$ cat src/rtl/pipeline_hazard_ctrl.sv
// pipeline_hazard_ctrl: stall/flush/forwarding sequencer for the 5-stage RV32I pipeline.
module pipeline_hazard_ctrl #(
    parameter int CNT_W       = 32,
    parameter int MEM_TIMEOUT = 64
) (
    input  logic             clk,
    input  logic             rst,
    input  logic [4:0]       id_rs1,
    input  logic [4:0]       id_rs2,
    input  logic             id_use_rs1,
    input  logic             id_use_rs2,
    input  logic [4:0]       ex_rs1,
    input  logic [4:0]       ex_rs2,
    input  logic [4:0]       ex_rd,
    input  logic             ex_reg_write,
    input  logic             ex_is_load,
    input  logic [4:0]       mem_rd,
    input  logic             mem_reg_write,
    input  logic             mem_redirect,
    input  logic [4:0]       wb_rd,
    input  logic             wb_reg_write,
    input  logic             dmem_req,
    input  logic             dmem_ready,
    output logic             pc_en,
    output logic             if_id_en,
    output logic             id_ex_en,
    output logic             ex_mem_en,
    output logic             mem_wb_en,
    output logic             if_id_clr,
    output logic             id_ex_clr,
    output logic             ex_mem_clr,
    output logic             mem_wb_clr,
    output logic [1:0]       fwd_a,
    output logic [1:0]       fwd_b,
    output logic             mem_timeout,
    output logic [CNT_W-1:0] stall_cycles,
    output logic [CNT_W-1:0] flush_events
);
    typedef enum logic [1:0] {RUN, MEM_WAIT, HALT} state_t;
    localparam int WW = $clog2(MEM_TIMEOUT + 1);
    localparam logic [WW-1:0] TO_V = WW'(MEM_TIMEOUT);
    state_t state;
    logic [WW-1:0] wcnt, wcnt_nx;
    logic frozen, halt, active, redirect, load_use;
    function automatic logic [1:0] fsel(input logic [4:0] rs);
        return (mem_reg_write && mem_rd != 5'd0 && mem_rd == rs) ? 2'b10 :
               (wb_reg_write && wb_rd != 5'd0 && wb_rd == rs) ? 2'b01 : 2'b00;
    endfunction
    assign wcnt_nx  = wcnt + WW'(1);
    assign halt     = state == HALT;
    assign frozen   = (state == RUN && dmem_req && !dmem_ready) || (state == MEM_WAIT && !dmem_ready);
    assign active   = !halt && !frozen;
    assign redirect = active && mem_redirect;
    assign load_use = active && !mem_redirect && ex_is_load && ex_reg_write && ex_rd != 5'd0 &&
                      ((id_use_rs1 && id_rs1 == ex_rd) || (id_use_rs2 && id_rs2 == ex_rd));
    assign pc_en      = rst && active && !load_use;
    assign if_id_en   = rst && active && !load_use;
    assign id_ex_en   = rst && active;
    assign ex_mem_en  = rst && active;
    assign mem_wb_en  = rst && active;
    assign if_id_clr  = !rst || redirect;
    assign id_ex_clr  = !rst || redirect || load_use;
    assign ex_mem_clr = !rst || redirect;
    assign mem_wb_clr = !rst || frozen;
    assign fwd_a      = rst ? fsel(ex_rs1) : 2'b00;
    assign fwd_b      = rst ? fsel(ex_rs2) : 2'b00;
    always_ff @(posedge clk or negedge rst) begin
        if (!rst) begin
            state        <= RUN;
            wcnt         <= '0;
            mem_timeout  <= 1'b0;
            stall_cycles <= '0;
            flush_events <= '0;
        end else begin
            if (!pc_en && stall_cycles != '1) stall_cycles <= stall_cycles + CNT_W'(1);
            if (redirect && flush_events != '1) flush_events <= flush_events + CNT_W'(1);
            if (state == RUN && frozen) begin
                wcnt        <= WW'(1);
                state       <= (MEM_TIMEOUT <= 1) ? HALT : MEM_WAIT;
                mem_timeout <= (MEM_TIMEOUT <= 1);
            end else if (state == MEM_WAIT) begin
                wcnt <= wcnt_nx;
                if (dmem_ready) state <= RUN;
                else if (wcnt_nx == TO_V) begin
                    state       <= HALT;
                    mem_timeout <= 1'b1;
                end
            end
        end
    end
endmodule

$ cat config.mk
export PLATFORM = sky130hd
export DESIGN_NAME = pipeline_hazard_ctrl
export DESIGN_NICKNAME = d
export VERILOG_FILES = /design/src/rtl/pipeline_hazard_ctrl.sv
export SDC_FILE = /design/constraint.sdc
export NUM_CORES = 1
export LEC_CHECK = 0
export CAP_MARGIN = 20
export CORE_MARGIN = 10
export CORE_UTILIZATION = 50
export DETAILED_ROUTE_END_ITERATION = 8
export GPL_ROUTABILITY_DRIVEN = 0
export GPL_TIMING_DRIVEN = 0
export PLACE_DENSITY = 0.84
export SETUP_SLACK_MARGIN = 0.1
export SLEW_MARGIN = 15
export SYNTH_ARGS = -nofsm -noshare
export SYNTH_HDL_FRONTEND = slang
export SYNTH_SLANG_ARGS = --single-unit
$ cat constraint.sdc
create_clock -name clk -period 4 [get_ports clk]
set_input_delay 0.8 -clock clk [delete_from_list [all_inputs] [get_ports clk]]
set_output_delay 0.8 -clock clk [all_outputs]
set_load 0.02 [all_outputs]
* After elaboration in Yosys (flattened, before gate mapping)
Cells that the tools add are included.
W data, S select, Z words.
** Word-level totals
- Flip-flop bits (word level) :: 74
- Input bits :: 46
- Output and inout port bits :: 78
- Word-level logic and storage cells :: 80
** Cells by class
- Add/sub/neg operators :: 3
- Equality and inequality tests :: 12
- Mux-type cells :: 16
- Reduce and logical (&&, ||, !) cells :: 44
** Operators with widths (number)
- $add A32 B1 Y32 const B :: 2
- $ne A32 B32 Y1 const B :: 2
- $eq A5 B5 Y1 :: 6
- $logic_and A1 B1 Y1 :: 23
- $mux W2 :: 8
- $reduce_bool A5 Y1 :: 3
- $mux W7 :: 2
- $add A7 B1 Y7 const B :: 1
- $eq A7 B7 Y1 const B :: 1
- $logic_not A1 Y1 :: 7
- $mux W1 :: 6
- $logic_or A1 B1 Y1 :: 5
- $reduce_bool A2 Y1 :: 2
- $reduce_and A3 Y1 :: 1
- $reduce_bool A3 Y1 :: 1
- $eq A2 B1 Y1 const B :: 1
- $eq A2 B2 Y1 const B :: 1
- $logic_not A2 Y1 :: 1
- $ne A2 B1 Y1 const B :: 1
- $reduce_and A2 Y1 :: 1

* Logic depth before layout (Yosys ltp)
Gate-level depths: netlist (run 1).
- Depth after elaboration :: 15
- Gate-level depth with buffers :: 8
- Gate-level depth less buffers :: 7

* Worst setup path before layout (run 1)
OpenSTA, ideal clock, no wires.
- Path type :: input port to output port
- Start :: input mem_rd[1]
- End :: output fwd_a[0]
- Arrival time :: 2.317 ns
- Data required time :: 3.200 ns
- Setup slack :: 0.883 ns
- Cell stages on the path :: 4
- Cell sequence :: or4_1 o21ai_0 nor4_1 nor4_1
** On the way
- Word-level cells in the longest chain between the ends :: 5
- Elaborated cells between the ends (all ways) :: 6
- Those cells by class :: eq/ne (1); mux (2); reduce/logical (3)
** RTL lines
- start, declared :: RTL line 17 : input logic [4:0] mem_rd,
- $reduce_bool A5 Y1 :: RTL line 46 : return (mem_reg_write && mem_rd != 5'd0 && mem_rd == rs) ? 2'b10 :
- $logic_and A1 B1 Y1 :: RTL line 46
- $logic_and A1 B1 Y1 (*) :: RTL line 46
- $mux W2 (*) :: RTL line 46
- $mux W2 (*) :: RTL line 65 : assign fwd_a = rst ? fsel(ex_rs1) : 2'b00;
- end, declared :: RTL line 33 : output logic [1:0] fwd_a,
Every way passes the cells marked *; elsewhere a longest branch is shown, timed or not.

* Worst setup path after layout (run 1)
- Start :: input ex_rd[1]
- End :: output pc_en
** On the way
- Word-level cells in the longest chain between the ends :: 6
- Elaborated cells between the ends (all ways) :: 10
- Those cells by class :: eq/ne (2); reduce/logical (8)
** RTL lines
- start, declared :: RTL line 14 : input logic [4:0] ex_rd,
- $eq A5 B5 Y1 :: RTL line 55 : ((id_use_rs1 && id_rs1 == ex_rd) || (id_use_rs2 && id_rs2 == ex_rd));
- $logic_and A1 B1 Y1 :: RTL line 55
- $logic_or A1 B1 Y1 :: RTL line 55
- $logic_and A1 B1 Y1 (*) :: RTL line 54 : assign load_use = active && !mem_redirect && ex_is_load && ex_reg_write && ex_rd != 5'd0 &&
- $logic_not A1 Y1 (*) :: RTL line 56 : assign pc_en = rst && active && !load_use;
- $logic_and A1 B1 Y1 (*) :: RTL line 56
- end, declared :: RTL line 24 : output logic pc_en,
Marked as above.

==> results.txt, run 1 <==
* Diodes inserted: 0
- Yosys mapped the design onto 48 distinct sky130hd cell types.
- For this run, asynchronously set or reset flops after synthesis account for 100%.
- Post-route insts no fill: 660
* Clock Root Buffer: sky130_fd_sc_hd__clkbuf_8
- Most common cell after layout, fill and taps aside: sky130_fd_sc_hd__clkdlybuf4s50_1
- Violation count after the first detailed-routing iteration: 123
- Insertion delay to the later sink of the worst-skew pair: 0.34 ns
- Share of the synthesized area in the top cell type: 43.5%
- The final count of pins violating max slew came to 0.
* CP Class: in2out
- Transition at the pin with the smallest max-transition slack: 0.931 ns
- Cell Rows: 33
- Total of warnings raised by yosys: 0
* Part of the power in registers: 42.3%
- Number of routed nets with antenna violations: 0
- CTS H-tree depth: 3
* Initial Utilization: 51.6%
- From bottom edge to top edge, the die measures 112 microns.
- The run finished with clean final reports.
* Detailed-route vias per instance: 5.52
- The share of total power dissipated in combinational logic is 32.8%.
* Number of port buffers: 123
* Setup Total Neg Slack: 0 ns
* Number of global-route vias before repair: 3716
- Placed Instances: 643
- Data arrives at the worst endpoint at 2.94 ns.
* Synthesized netlist net count: 463
- Static timing analysis puts the maximum clock frequency at 267 MHz.
- DIE WIDTH: 112 microns
* RSZ-0062 raised after global routing: no
- In this run the worst path has a maximum fanout of 11.
- TritonCTS built the clock tree.
* Flop and latch count out of synthesis: 74
* Maximum Capacitance Violations: 0
* Sequential area share after synthesis: 43.5%
- Max VDD drop: 0.327 mV
- Critical register-to-register path endpoint: stall_cycles[19]
* Number of setup violations in the final report: 0
- Fraction of layout cells with a size suffix above 1: 11.9%
* Main synth FF type: sky130_fd_sc_hd__dfrtp_1
* R2R Path Start: stall_cycles[0]
- For this design the top-level I/O count stands at 124.
- Across the routed clock network, the largest skew measured is 0.0125 ns.
* Crit path time final: 3.74 ns
* Summed instance area of the synthesized netlist: 4260 sq um
- In the final routed layout, each cell accounts on average for 17.3 microns.
* DRC errors left: 0
- Synthesized area divided by synthesized cell count: 10.3 sq um
- Standard cell core area: 8260 sq um
* Wire length after detailed routing: 11400 microns
* CTS Buffer Depth: 2
- The number of antenna violations at the first check in global routing came to 0.
* Leakage power summed over all cells: 2.32 nW
* Total via count in the routed design: 3640
- Post-detail-place hpwl: 8860 microns
- Commonest cells after routing, fill and taps aside: 118 x sky130_fd_sc_hd__clkdlybuf4s50_1, 74 x sky130_fd_sc_hd__dfrtp_1, 49 x sky130_fd_sc_hd__xor2_1
- Wire length of the first global-routing pass: 18900 microns
- Synthesis produced a netlist whose cell count is 414.
- Net Sw Frac: 35.3%
- After global routing the overflow that remains totals 0.
* Clk pwr share: 24.9%
- Largest net degree at the start of global routing: 60
* Clk slew on worst S/H paths: 0.08 ns
- Number of enable flip-flop cells after synthesis: 0
* Area of the die: 12600 sq um
- Net Sw Power: 0.000835 W
- The first detailed-routing pass took 4 iterations.
- Summed over all instances, the cell type with the most area after synthesis is sky130_fd_sc_hd__dfrtp_1.
- Measured against its own limit, the worst slew margin works out to 37.5%.
- Aggregate global-route resource usage: 17.7%
- Cell internal power was estimated by the tool at 0.00153 W.
* Hold Violations, Final: 0
- Number of nets in the layout: 599
- Clock sinks: 74
* Required arrival time at the worst endpoint: 3.20 ns
- The layout has 647 filler cells.
- Growth of design area from synthesis to finish: 37.8%
- Hold Crit Class: in2async
- After synthesis, the cell types taking the most area are sky130_fd_sc_hd__dfrtp_1 43%, sky130_fd_sc_hd__xor2_1 10%, sky130_fd_sc_hd__xnor2_1 8.6%.
- Final period utilization: 93.5%
- Register-to-Register Path Depth: 7
* Minimum setup slack among reg-to-reg paths: 1.61 ns
- CTS buffer count: 9
* Capturing element type of the critical path: output port
- STA classifies the critical path startpoint as an input pin.
- Power spread over the standard cell area amounts to 403 nW/um^2.
kinds of logic after synthesis:
kind of cell / Yosys count / synth area share (%)
muxes: 2 / 0.528
adders and majority gates: 3 / 0.881
DFF: 74 / 43.5
AOI/OAI and AO/OA: 30 / 4.43
xor gates and xnor gates: 91 / 18.7
buffers and inverters: 20 / 2.97
and+or+nand+nor: 194 / 29.0
worst max-delay path, cell delays in order:
cell,delay (ns)
sky130_fd_sc_hd__clkdlybuf4s50_1,0.47
sky130_fd_sc_hd__or4_1,0.54
sky130_fd_sc_hd__nor2_1,0.14
sky130_fd_sc_hd__nor4_2,0.07
sky130_fd_sc_hd__a21oi_2,0.25
sky130_fd_sc_hd__buf_6,0.21
sky130_fd_sc_hd__buf_4,0.12
sky130_fd_sc_hd__dlygate4sd2_1,0.32
power groups by stage:
stage          sequential (W)  combinational (W)  clock [W]
3_3_place_gp          0.00101           0.000757          0
5_1_grt               0.00103           0.000844   0.000633
6_report              0.00100           0.000777   0.000588
4_1_cts               0.00100           0.000784   0.000602
3_5_place_dp          0.00101           0.000778          0
2_1_floorplan         0.00109           0.000322          0
cell type report:
class / count / area [sq um] / share of cell area [%]
inverter: 5 / 18.8 / 0.320
timing repair buffer: 125 / 1260 / 21.5
tap: 105 / 131 / 2.24
clock buffer: 10 / 138 / 2.34
buffer: 15 / 114 / 1.94
multi-input combinational: 320 / 2290 / 39.0
sequential: 74 / 1850 / 31.5
clock inverter: 6 / 63.8 / 1.09
registers in the layout, indices dropped and copies added, names as in the netlist:
register,flops
mem_timeout,1
flush_events,32
state,2
stall_cycles,32
wcnt,7
worst max path at each step:
stage,startpoint,to
final,ex_rd[1],pc_en
after global routing,ex_rd[1],pc_en
after CTS,dmem_req,id_ex_clr
after detailed placement,ex_rd[1],pc_en
after global placement,rst,pc_en
after floorplan,mem_rd[1],fwd_a[0]
routing by layer:
layer  GRT usage [%]  vias up  wire (microns)
met2            29.7      109            5640
met1            21.3     1766            4810
li1                -     1756               -
met3            6.50        9             859
met5               0        -               0
met4            3.13        0             106
metrics by stage:
step / utilization [%] / setup slack, ns / instance area [sq um] / power (W) / hold WS [ns]
3_3_place_gp: 68.1 / -3.33 / 5620 / 0.00176 / 0.474
3_5_place_dp: 68.4 / -0.339 / 5650 / 0.00179 / 0.479
2_1_floorplan: - / 0.883 / 4260 / 0.00141 / 0.482
4_1_cts: 71.0 / 0.131 / 5860 / 0.00239 / 0.324
5_1_grt: 71.1 / 0.156 / 5870 / 0.00250 / 0.336
6_report: 71.1 / 0.259 / 5870 / 0.00237 / 0.330
cell usage after synthesis, drive strengths merged (2+ instances only):
| cell type | n |
|---|---|
| a21oi | 7 |
| and2 | 11 |
| and3 | 10 |
| and4 | 12 |
| buf | 11 |
| clkbuf | 4 |
| dfrtp | 74 |
| ha | 3 |
| inv | 5 |
| mux2 | 2 |
| nand2 | 30 |
| nand2b | 3 |
| nand3 | 35 |
| nand4 | 24 |
| nor2 | 17 |
| nor2b | 3 |
| nor3 | 22 |
| nor3b | 2 |
| nor4 | 14 |
| nor4b | 4 |
| o21ai | 11 |
| o311ai | 2 |
| o31ai | 4 |
| or4 | 5 |
| xnor2 | 42 |
| xor2 | 49 |
what timing repair did:
| item | in CTS | in global routing |
|---|---|---|
| hold buffers | 0 | 0 |
| gates resized for setup | 5 | 2 |
| setup endpoints to repair | 3 | 3 |
| pin swaps | 1 | 0 |
| setup buffers | 1 | 0 |
Note: power is estimated with default switching activity, not from simulation.
==> run 2: changes to the inputs <==
--- a/config.mk
+++ b/config.mk
@@ -5,13 +5,15 @@
 export SDC_FILE = /design/constraint.sdc
 export NUM_CORES = 1
 export LEC_CHECK = 0
+export ABC_AREA = 1
 export CAP_MARGIN = 20
 export CORE_MARGIN = 10
 export CORE_UTILIZATION = 50
+export CTS_CLUSTER_SIZE = 25
 export DETAILED_ROUTE_END_ITERATION = 8
 export GPL_ROUTABILITY_DRIVEN = 0
 export GPL_TIMING_DRIVEN = 0
-export PLACE_DENSITY = 0.84
+export PLACE_DENSITY = 0.8
 export SETUP_SLACK_MARGIN = 0.1
 export SLEW_MARGIN = 15
 export SYNTH_ARGS = -nofsm -noshare
==> results.txt, run 2 <==
- In this run the deepest clock path goes through 2 buffers.
- Placed Instances: 1085
* Minimum setup slack among reg-to-reg paths: 1.85 ns
- Number of nets in the layout: 1010
- The count of nets left with antenna violations once routing finished came out at 0.
* Worst Setup Start Kind: input pin
- Ports placed on the boundary: 124
* Maximum net fanout on the critical path: 10
- Violation count after the first detailed-routing iteration: 480
* Post-detail-place hpwl: 12800 microns
- Average detailed-routed wire length per instance: 14.6 microns
- The tree is rooted in a sky130_fd_sc_hd__clkbuf_8.
- Standard cell core area: 10400 sq um
* Maximum Capacitance Violations: 0
- Instance area at placement: 6800 sq um
- For this block, the via count after detailed routing is 5682.
- STA puts the critical path data required time at 3.20 ns.
- Entering global routing, the biggest net connects 54 pins.
- Setup repair after global routing left no endpoint under its margin.
- Wire length of the first global-routing pass: 26200 microns
- CTS H-tree depth: 3
- FFs w/ async S/R, synth: 100%
- DRC errors left: 0
- Transition at the pin with the smallest max-transition slack: 0.416 ns
- After synthesis, the largest area contributor takes up 34.4% of total cell area.
- Before antenna repair, the detailed router went through 5 iterations.
- Total of warnings raised by yosys: 0
* Aggregate global-route resource usage: 21.2%
- The clock drives 74 sinks.
- The min-delay analysis places its worst path in the category in2async.
* Antenna violations before repair: 0
* Diodes inserted: 0
* R2R Path Start: stall_cycles[0]
- The analysis attributes to cell leakage a power of 3.21 nW.
* Growth of design area from synthesis to finish: 30.5%
- Initial Utilization: 51.6%
* Hold Violations, Final: 0
- Counting I/O delays and the setup requirement, the final critical path takes 3.76 ns.
* Commonest cells after routing, fill and taps aside: 342 x sky130_fd_sc_hd__nand2_1, 122 x sky130_fd_sc_hd__clkdlybuf4s50_1, 112 x sky130_fd_sc_hd__nor2_1
- The number of cells on the worst reg-to-reg path is 10.
* Result of the run: complete, no violations
- Dividing the detail-routed via count by the number of cells gives 5.16.
* DIE WIDTH: 124 microns
- Most area-hungry cell type in the Yosys netlist: sky130_fd_sc_hd__dfrtp_1
- On the final layout, the worst clock skew is 0.0148 ns.
- Dividing the synthesized area by the synthesized cell count gives 6.52 sq um.
- The final count of pins violating max slew came to 0.
- Clk slew on worst S/H paths: 0.09 ns
* Flop and latch count out of synthesis: 74
* Number of enable flip-flop cells after synthesis: 0
- Post-Place Worst Slack: -0.163 ns
* Number of port buffers: 123
* Critical register-to-register path endpoint: stall_cycles[28]
- In the synthesized netlist the dominant register cell turns out to be sky130_fd_sc_hd__dfrtp_1.
- STA classifies the critical path endpoint as an output port.
- The commonest cells after synthesis are 343 x sky130_fd_sc_hd__nand2_1, 113 x sky130_fd_sc_hd__nor2_1, 74 x sky130_fd_sc_hd__dfrtp_1.
* Fin area: 7020 sq um
- VDD sags by at most 0.241 mV.
- Biggest area contributors in the synthesized netlist: sky130_fd_sc_hd__dfrtp_1 34%, sky130_fd_sc_hd__nand2_1 24%, sky130_fd_sc_hd__nor2_1 7.9%
- Sequential area share after synthesis: 34.4%
* Most common cell after layout, fill and taps aside: sky130_fd_sc_hd__nand2_1
- Number of setup violations in the final report: 0
* Area of the die: 15300 sq um
- TritonCTS built the clock tree.
* Post-route insts no fill: 1101
* Most frequent cell after synthesis: sky130_fd_sc_hd__nand2_1
* Registers with the highest flip-flop counts: flush_events: 32 flops, stall_cycles: 32 flops, wcnt: 7 flops
- The number of different library cells used by synthesis comes to 33.
- Min setup slack post-route: 0.242 ns
- Worst slew margin relative to its limit: 72.2%
- Summed instance area of the synthesized netlist: 5380 sq um
- Cell Rows: 37
- Power per standard cell area: 299 nW/um^2
* Final period utilization: 93.9%
- CTS buffer count: 9
* Gate Count Post-Synth: 825
- Die height: 124 microns
- The via count of the first global-routing pass was 5400.
* Top achievable clock speed: 266 MHz
* Grt total ovfl: 0
- CP Data Arrival Time: 2.96 ns
- Insertion delay to the later sink of the worst-skew pair: 0.35 ns
- Synthesized netlist net count: 874
* Hold buffer count at cts: 0
- Wires add up to 16100 microns.
- Cells with a size suffix above 1 make up 6.94% of the layout.
* CP Class: in2out
- Setup Total Neg Slack: 0 ns
==> run 2: cell type report <==
class	count	area [sq um]
Buffer	18	145
Fill cell	935	3400
Clock inverter	5	55.1
Timing Repair Buffer	125	1260
Tap cell	136	170
Multi-Input combinational cell	661	3120
Sequential cell	74	1850
Clock buffer	10	138
Inverter	72	273
==> run 2: cell families (layout without fill, tap and decap cells) <==
group | Yosys count | count (layout) | share of synthesized area [%]
and+or+nand+nor | 575 | 575 | 45.0
DFF | 74 | 74 | 34.4
xor gates and xnor gates | 48 | 48 | 7.82
adders and majority gates | 3 | 3 | 0.698
AOI/OAI and AO/OA | 35 | 35 | 4.35
buffers and inverters | 90 | 230 | 7.72
==> run 2: worst max-delay path, cell delays in order <==
cell and delay (ns):
sky130_fd_sc_hd__clkdlybuf4s50_1 0.49, sky130_fd_sc_hd__inv_1 0.08, sky130_fd_sc_hd__nand2_1 0.06, sky130_fd_sc_hd__nand2_1 0.05
sky130_fd_sc_hd__nor2_1 0.14, sky130_fd_sc_hd__nand3_1 0.08, sky130_fd_sc_hd__nand2_1 0.08, sky130_fd_sc_hd__nand2_1 0.10
sky130_fd_sc_hd__nand2_4 0.14, sky130_fd_sc_hd__clkbuf_4 0.21, sky130_fd_sc_hd__inv_1 0.07, sky130_fd_sc_hd__buf_4 0.12
sky130_fd_sc_hd__clkdlybuf4s50_1 0.53
==> run 2: what timing repair did <==
action	4_1_cts	5_1_grt
buffers inserted	1	0
pin swaps	1	0
gates cloned	0	0
endpoints found under the setup margin	2	2
resized for setup	3	3
==> run 2: how the worst max path moves through the flow <==
stage	start	to	slack [ns]
CTS	dmem_ready	pc_en	0.14
floorplan	dmem_req	pc_en	0.91
finish	ex_rd[3]	pc_en	0.24
detailed placement	dmem_ready	pc_en	-0.16
global route	ex_rd[0]	pc_en	0.11
global placement	rst	pc_en	-2.95
==> run 2: layer usage <==
metal,part of all wire (%),vias up,track usage [%]
met2,49,210,36.0
li1,-,2860,-
met1,42,2577,26.0
met5,0,-,0
met4,2.7,0,8.30
met3,6.9,35,3.76
==> run 2: power by group <==
part	internal (W)	leakage [nW]	switching, W	total [W]
registers	0.000813	0.967	0.0000980	0.000911
logic	0.000272	2.15	0.000326	0.000598
clock network	0.000300	0.0941	0.000289	0.000589
total	0.00138	3.21	0.000714	0.00210
==> run 2: metrics by stage <==
stage	total power, W	util (%)	hold WS [ns]
2_1_floorplan	0.00123	-	0.481
3_3_place_gp	0.00151	65.1	0.501
3_5_place_dp	0.00152	65.3	0.513
4_1_cts	0.00211	67.3	0.361
5_1_grt	0.00221	67.4	0.377
6_report	0.00210	67.4	0.357
==> run 3: changes to the inputs <==
--- a/config.mk
+++ b/config.mk
@@ -6,14 +6,13 @@
 export NUM_CORES = 1
 export LEC_CHECK = 0
 export ABC_AREA = 1
-export CAP_MARGIN = 20
 export CORE_MARGIN = 10
 export CORE_UTILIZATION = 50
 export CTS_CLUSTER_SIZE = 25
 export DETAILED_ROUTE_END_ITERATION = 8
 export GPL_ROUTABILITY_DRIVEN = 0
 export GPL_TIMING_DRIVEN = 0
-export PLACE_DENSITY = 0.8
+export PLACE_DENSITY = 0.87
 export SETUP_SLACK_MARGIN = 0.1
 export SLEW_MARGIN = 15
 export SYNTH_ARGS = -nofsm -noshare
==> results.txt, run 3 (synthesis results as in run 2) <==
- The floorplan step defined a die boundary enclosing 15300 sq um.
- CTS H-tree depth: 3
* Standard cell core area: 10400 sq um
* Wire length of the first global-routing pass: 27100 microns
* Result of the run: complete, no violations
- Fin area: 7100 sq um
- After the last flow step, the layout net total stands at 1010.
- The final route contains 5840 vias.
* Clk slew on worst S/H paths: 0.09 ns
- The finished layout holds 1102 standard cells, fillers aside.
* Final period utilization: 92.1%
* Detailed-route vias per instance: 5.30
- Placed Instances: 1085
* CP Class: in2out
- In this run, flip-flops and latches consume 39.6% of the power.
- Per report_power, the combinational group accounts for 26.5% of the total.
* Top achievable clock speed: 272 MHz
* Hold Crit Class: in2async
- Maximum Capacitance Violations: 0
- Cell Int Power: 0.00156 W
- The via count of the first global-routing pass came to 5626.
- Setup total negative slack on the finished layout was measured at 0 ns.
- RSZ-0062 raised after global routing: no
- Ports placed on the boundary: 124
- Diodes inserted: 0
- Top cell by count, worst path: sky130_fd_sc_hd__nand2_1
- After the first detailed-routing iteration, the DRC count stood at 675.
- STA classifies the critical path endpoint as an output port.
- CTS buffer count: 9
- FF/Latch Area: 1850 sq um
- Data arrives at the worst endpoint at 2.88 ns.
- Commonest cells after routing, fill and taps aside: 342 x sky130_fd_sc_hd__nand2_1, 121 x sky130_fd_sc_hd__clkdlybuf4s50_1, 112 x sky130_fd_sc_hd__nor2_1
- Grouping stages by cell kind, the critical path spends the most delay in buffers and inverters.
- Row generation in the floorplan step produced 37 rows.
* Maximum net fanout on the critical path: 10
* Clock Root Buffer: sky130_fd_sc_hd__clkbuf_8
- The die is 124 microns tall.
* Sequence of cells on the critical path: clkdlybuf4s50_1 > inv_1 > nand2_1 > nand2_1 > nor2_1 > nand3_1 > nand2_1 > nand2_1 > nand2_4 > clkbuf_4 > inv_1 > clkdlybuf4s50_1
- In the final layout, the registers with the most flip-flops are flush_events: 32 flops, stall_cycles: 32 flops, wcnt: 7 flops.
- The worst path in the final design needs a cycle of 3.68 ns, including I/O delays and setup.
- Transition at the pin with the smallest max-transition slack: 0.402 ns
* Final-report max-slew violation count: 0
- Number of setup violations in the final report: 0
- Leaving out fill and tap cells, the most frequent cell in the layout is sky130_fd_sc_hd__nand2_1.
- For this design the static power due to leakage is 3.26 nW.
- Net Sw Power: 0.000736 W
* Instance area at placement: 6800 sq um
- Post-detail-place hpwl: 13000 microns
- The clock network burns 33.9% of the power.
- DRC errors left: 0
- Headroom to the max-slew limit came out at 73.1%.
- Required arrival time at the worst endpoint: 3.20 ns
* Cell with the largest stage delay on the worst path: sky130_fd_sc_hd__clkdlybuf4s50_1
- TritonRoute pass-1 iters: 5
* Insertion delay to the later sink of the worst-skew pair: 0.35 ns
- Clock sinks: 74
* Growth of design area from synthesis to finish: 31.9%
- Aggregate global-route resource usage: 21.8%
- Net Sw Frac: 32.0%
* Minimum setup slack among reg-to-reg paths: 1.87 ns
* Number of routed nets with antenna violations: 0
- Hold Violations, Final: 0
* Max VDD drop: 0.392 mV
- Fraction of layout cells with a size suffix above 1: 7.04%
- Number of port buffers: 123
- The initial utilization of the core area, before any placement, comes to 51.6%.
* Sum of buffers and inverters on the critical path: 5
- Fill cell total of the finished layout: 887
- Worst Setup Start Kind: input pin
* Power per standard cell area: 324 nW/um^2
- Slowest stage delay, CP: 0.54 ns
- Across the routed clock network, the largest skew measured is 0.00921 ns.
- In the final routed layout, each cell accounts on average for 15.1 microns.
- Antenna violations before repair: 0
* CTS Buffer Depth: 2
* Wire length after detailed routing: 16600 microns
- Area of the multi-input gates: 3120 sq um
* Grt total ovfl: 0
- TritonCTS clock tree: yes
- For this design, the CTS-stage hold fixing added 0 buffers.
- Largest net degree at the start of global routing: 62
* DIE WIDTH: 124 microns
-- run 3: changes by cell type in the layout (fill, tap and decap cells not counted), sizes merged --
cell           previous run  this run
bufinv                    1         4
clkdlybuf4s50           122       121
clkinvlp                  2         1
clkbuf                   11        10
dlymetal6s2s              0         1
-- run 3: stage by stage --
stage	total power [W]	setup WS, ns	hold slack [ns]	utilization (%)
finish	0.00230	0.317	0.316	68.1
detailed placement	0.00153	-0.218	0.517	65.3
floorplan	0.00123	0.909	0.481	-
global placement	0.00151	-2.91	0.512	65.1
global route	0.00240	0.143	0.319	68.1
CTS	0.00231	0.106	0.317	68.0
-- run 3: worst reg2reg max path, stage by stage (launching register included) --
cell and delay, ns:
sky130_fd_sc_hd__dfrtp_1 0.49, sky130_fd_sc_hd__ha_1 0.29, sky130_fd_sc_hd__nand3_2 0.17, sky130_fd_sc_hd__inv_2 0.12, sky130_fd_sc_hd__nand2_2 0.10, sky130_fd_sc_hd__nor2_2 0.19
sky130_fd_sc_hd__nand4_2 0.20, sky130_fd_sc_hd__nand2_2 0.20, sky130_fd_sc_hd__buf_6 0.17, sky130_fd_sc_hd__nand2_1 0.08, sky130_fd_sc_hd__nand2_1 0.06
-- run 3: power by group through the flow --
stage	Sequential, W	Clock, W	Combinational (W)
floorplan	0.000981	0	0.000247
global placement	0.000920	0	0.000589
detailed placement	0.000920	0	0.000609
CTS	0.000908	0.000784	0.000614
global route	0.000922	0.000820	0.000658
finish	0.000911	0.000778	0.000610
-- run 3: timing repair --
action | 4_1_cts | 5_1_grt
pin swaps | 1 | 0
cloned | 0 | 0
setup buffers | 1 | 0
endpoints found under the setup margin | 2 | 2
resized for setup | 3 | 4
hold endpoints to repair | 0 | 0
-- run 3: worst paths after layout --
path,from,to,cells after the start
worst max-delay path,ex_rd[4],if_id_en,12
worst min-delay path,rst,flush_events[12],1
worst max register to register,stall_cycles[0],stall_cycles[2],10
worst min register to register,wcnt[1],wcnt[1],1
max in group asynchronous,rst,stall_cycles[30],2
min in group clk,wcnt[1],wcnt[1],1
-- run 3: final cells by class --
type	count	share of cell area, %
Buffer	18	2.05
Clock buffer	9	1.75
Clock inverter	7	1.99
Inverter	72	3.84
Multi-Input combinational cell	661	44.0
Sequential cell	74	26.1
Tap cell	136	2.40
Timing Repair Buffer	125	17.8
-- run 3: routing by layer --
metal	routed length [microns]	GRT usage (%)	vias to the layer above
met5	0	0	-
met4	656	9.83	0
met3	1160	3.39	61
met2	8090	37.9	249
met1	6710	26.0	2675
li1	-	-	2855
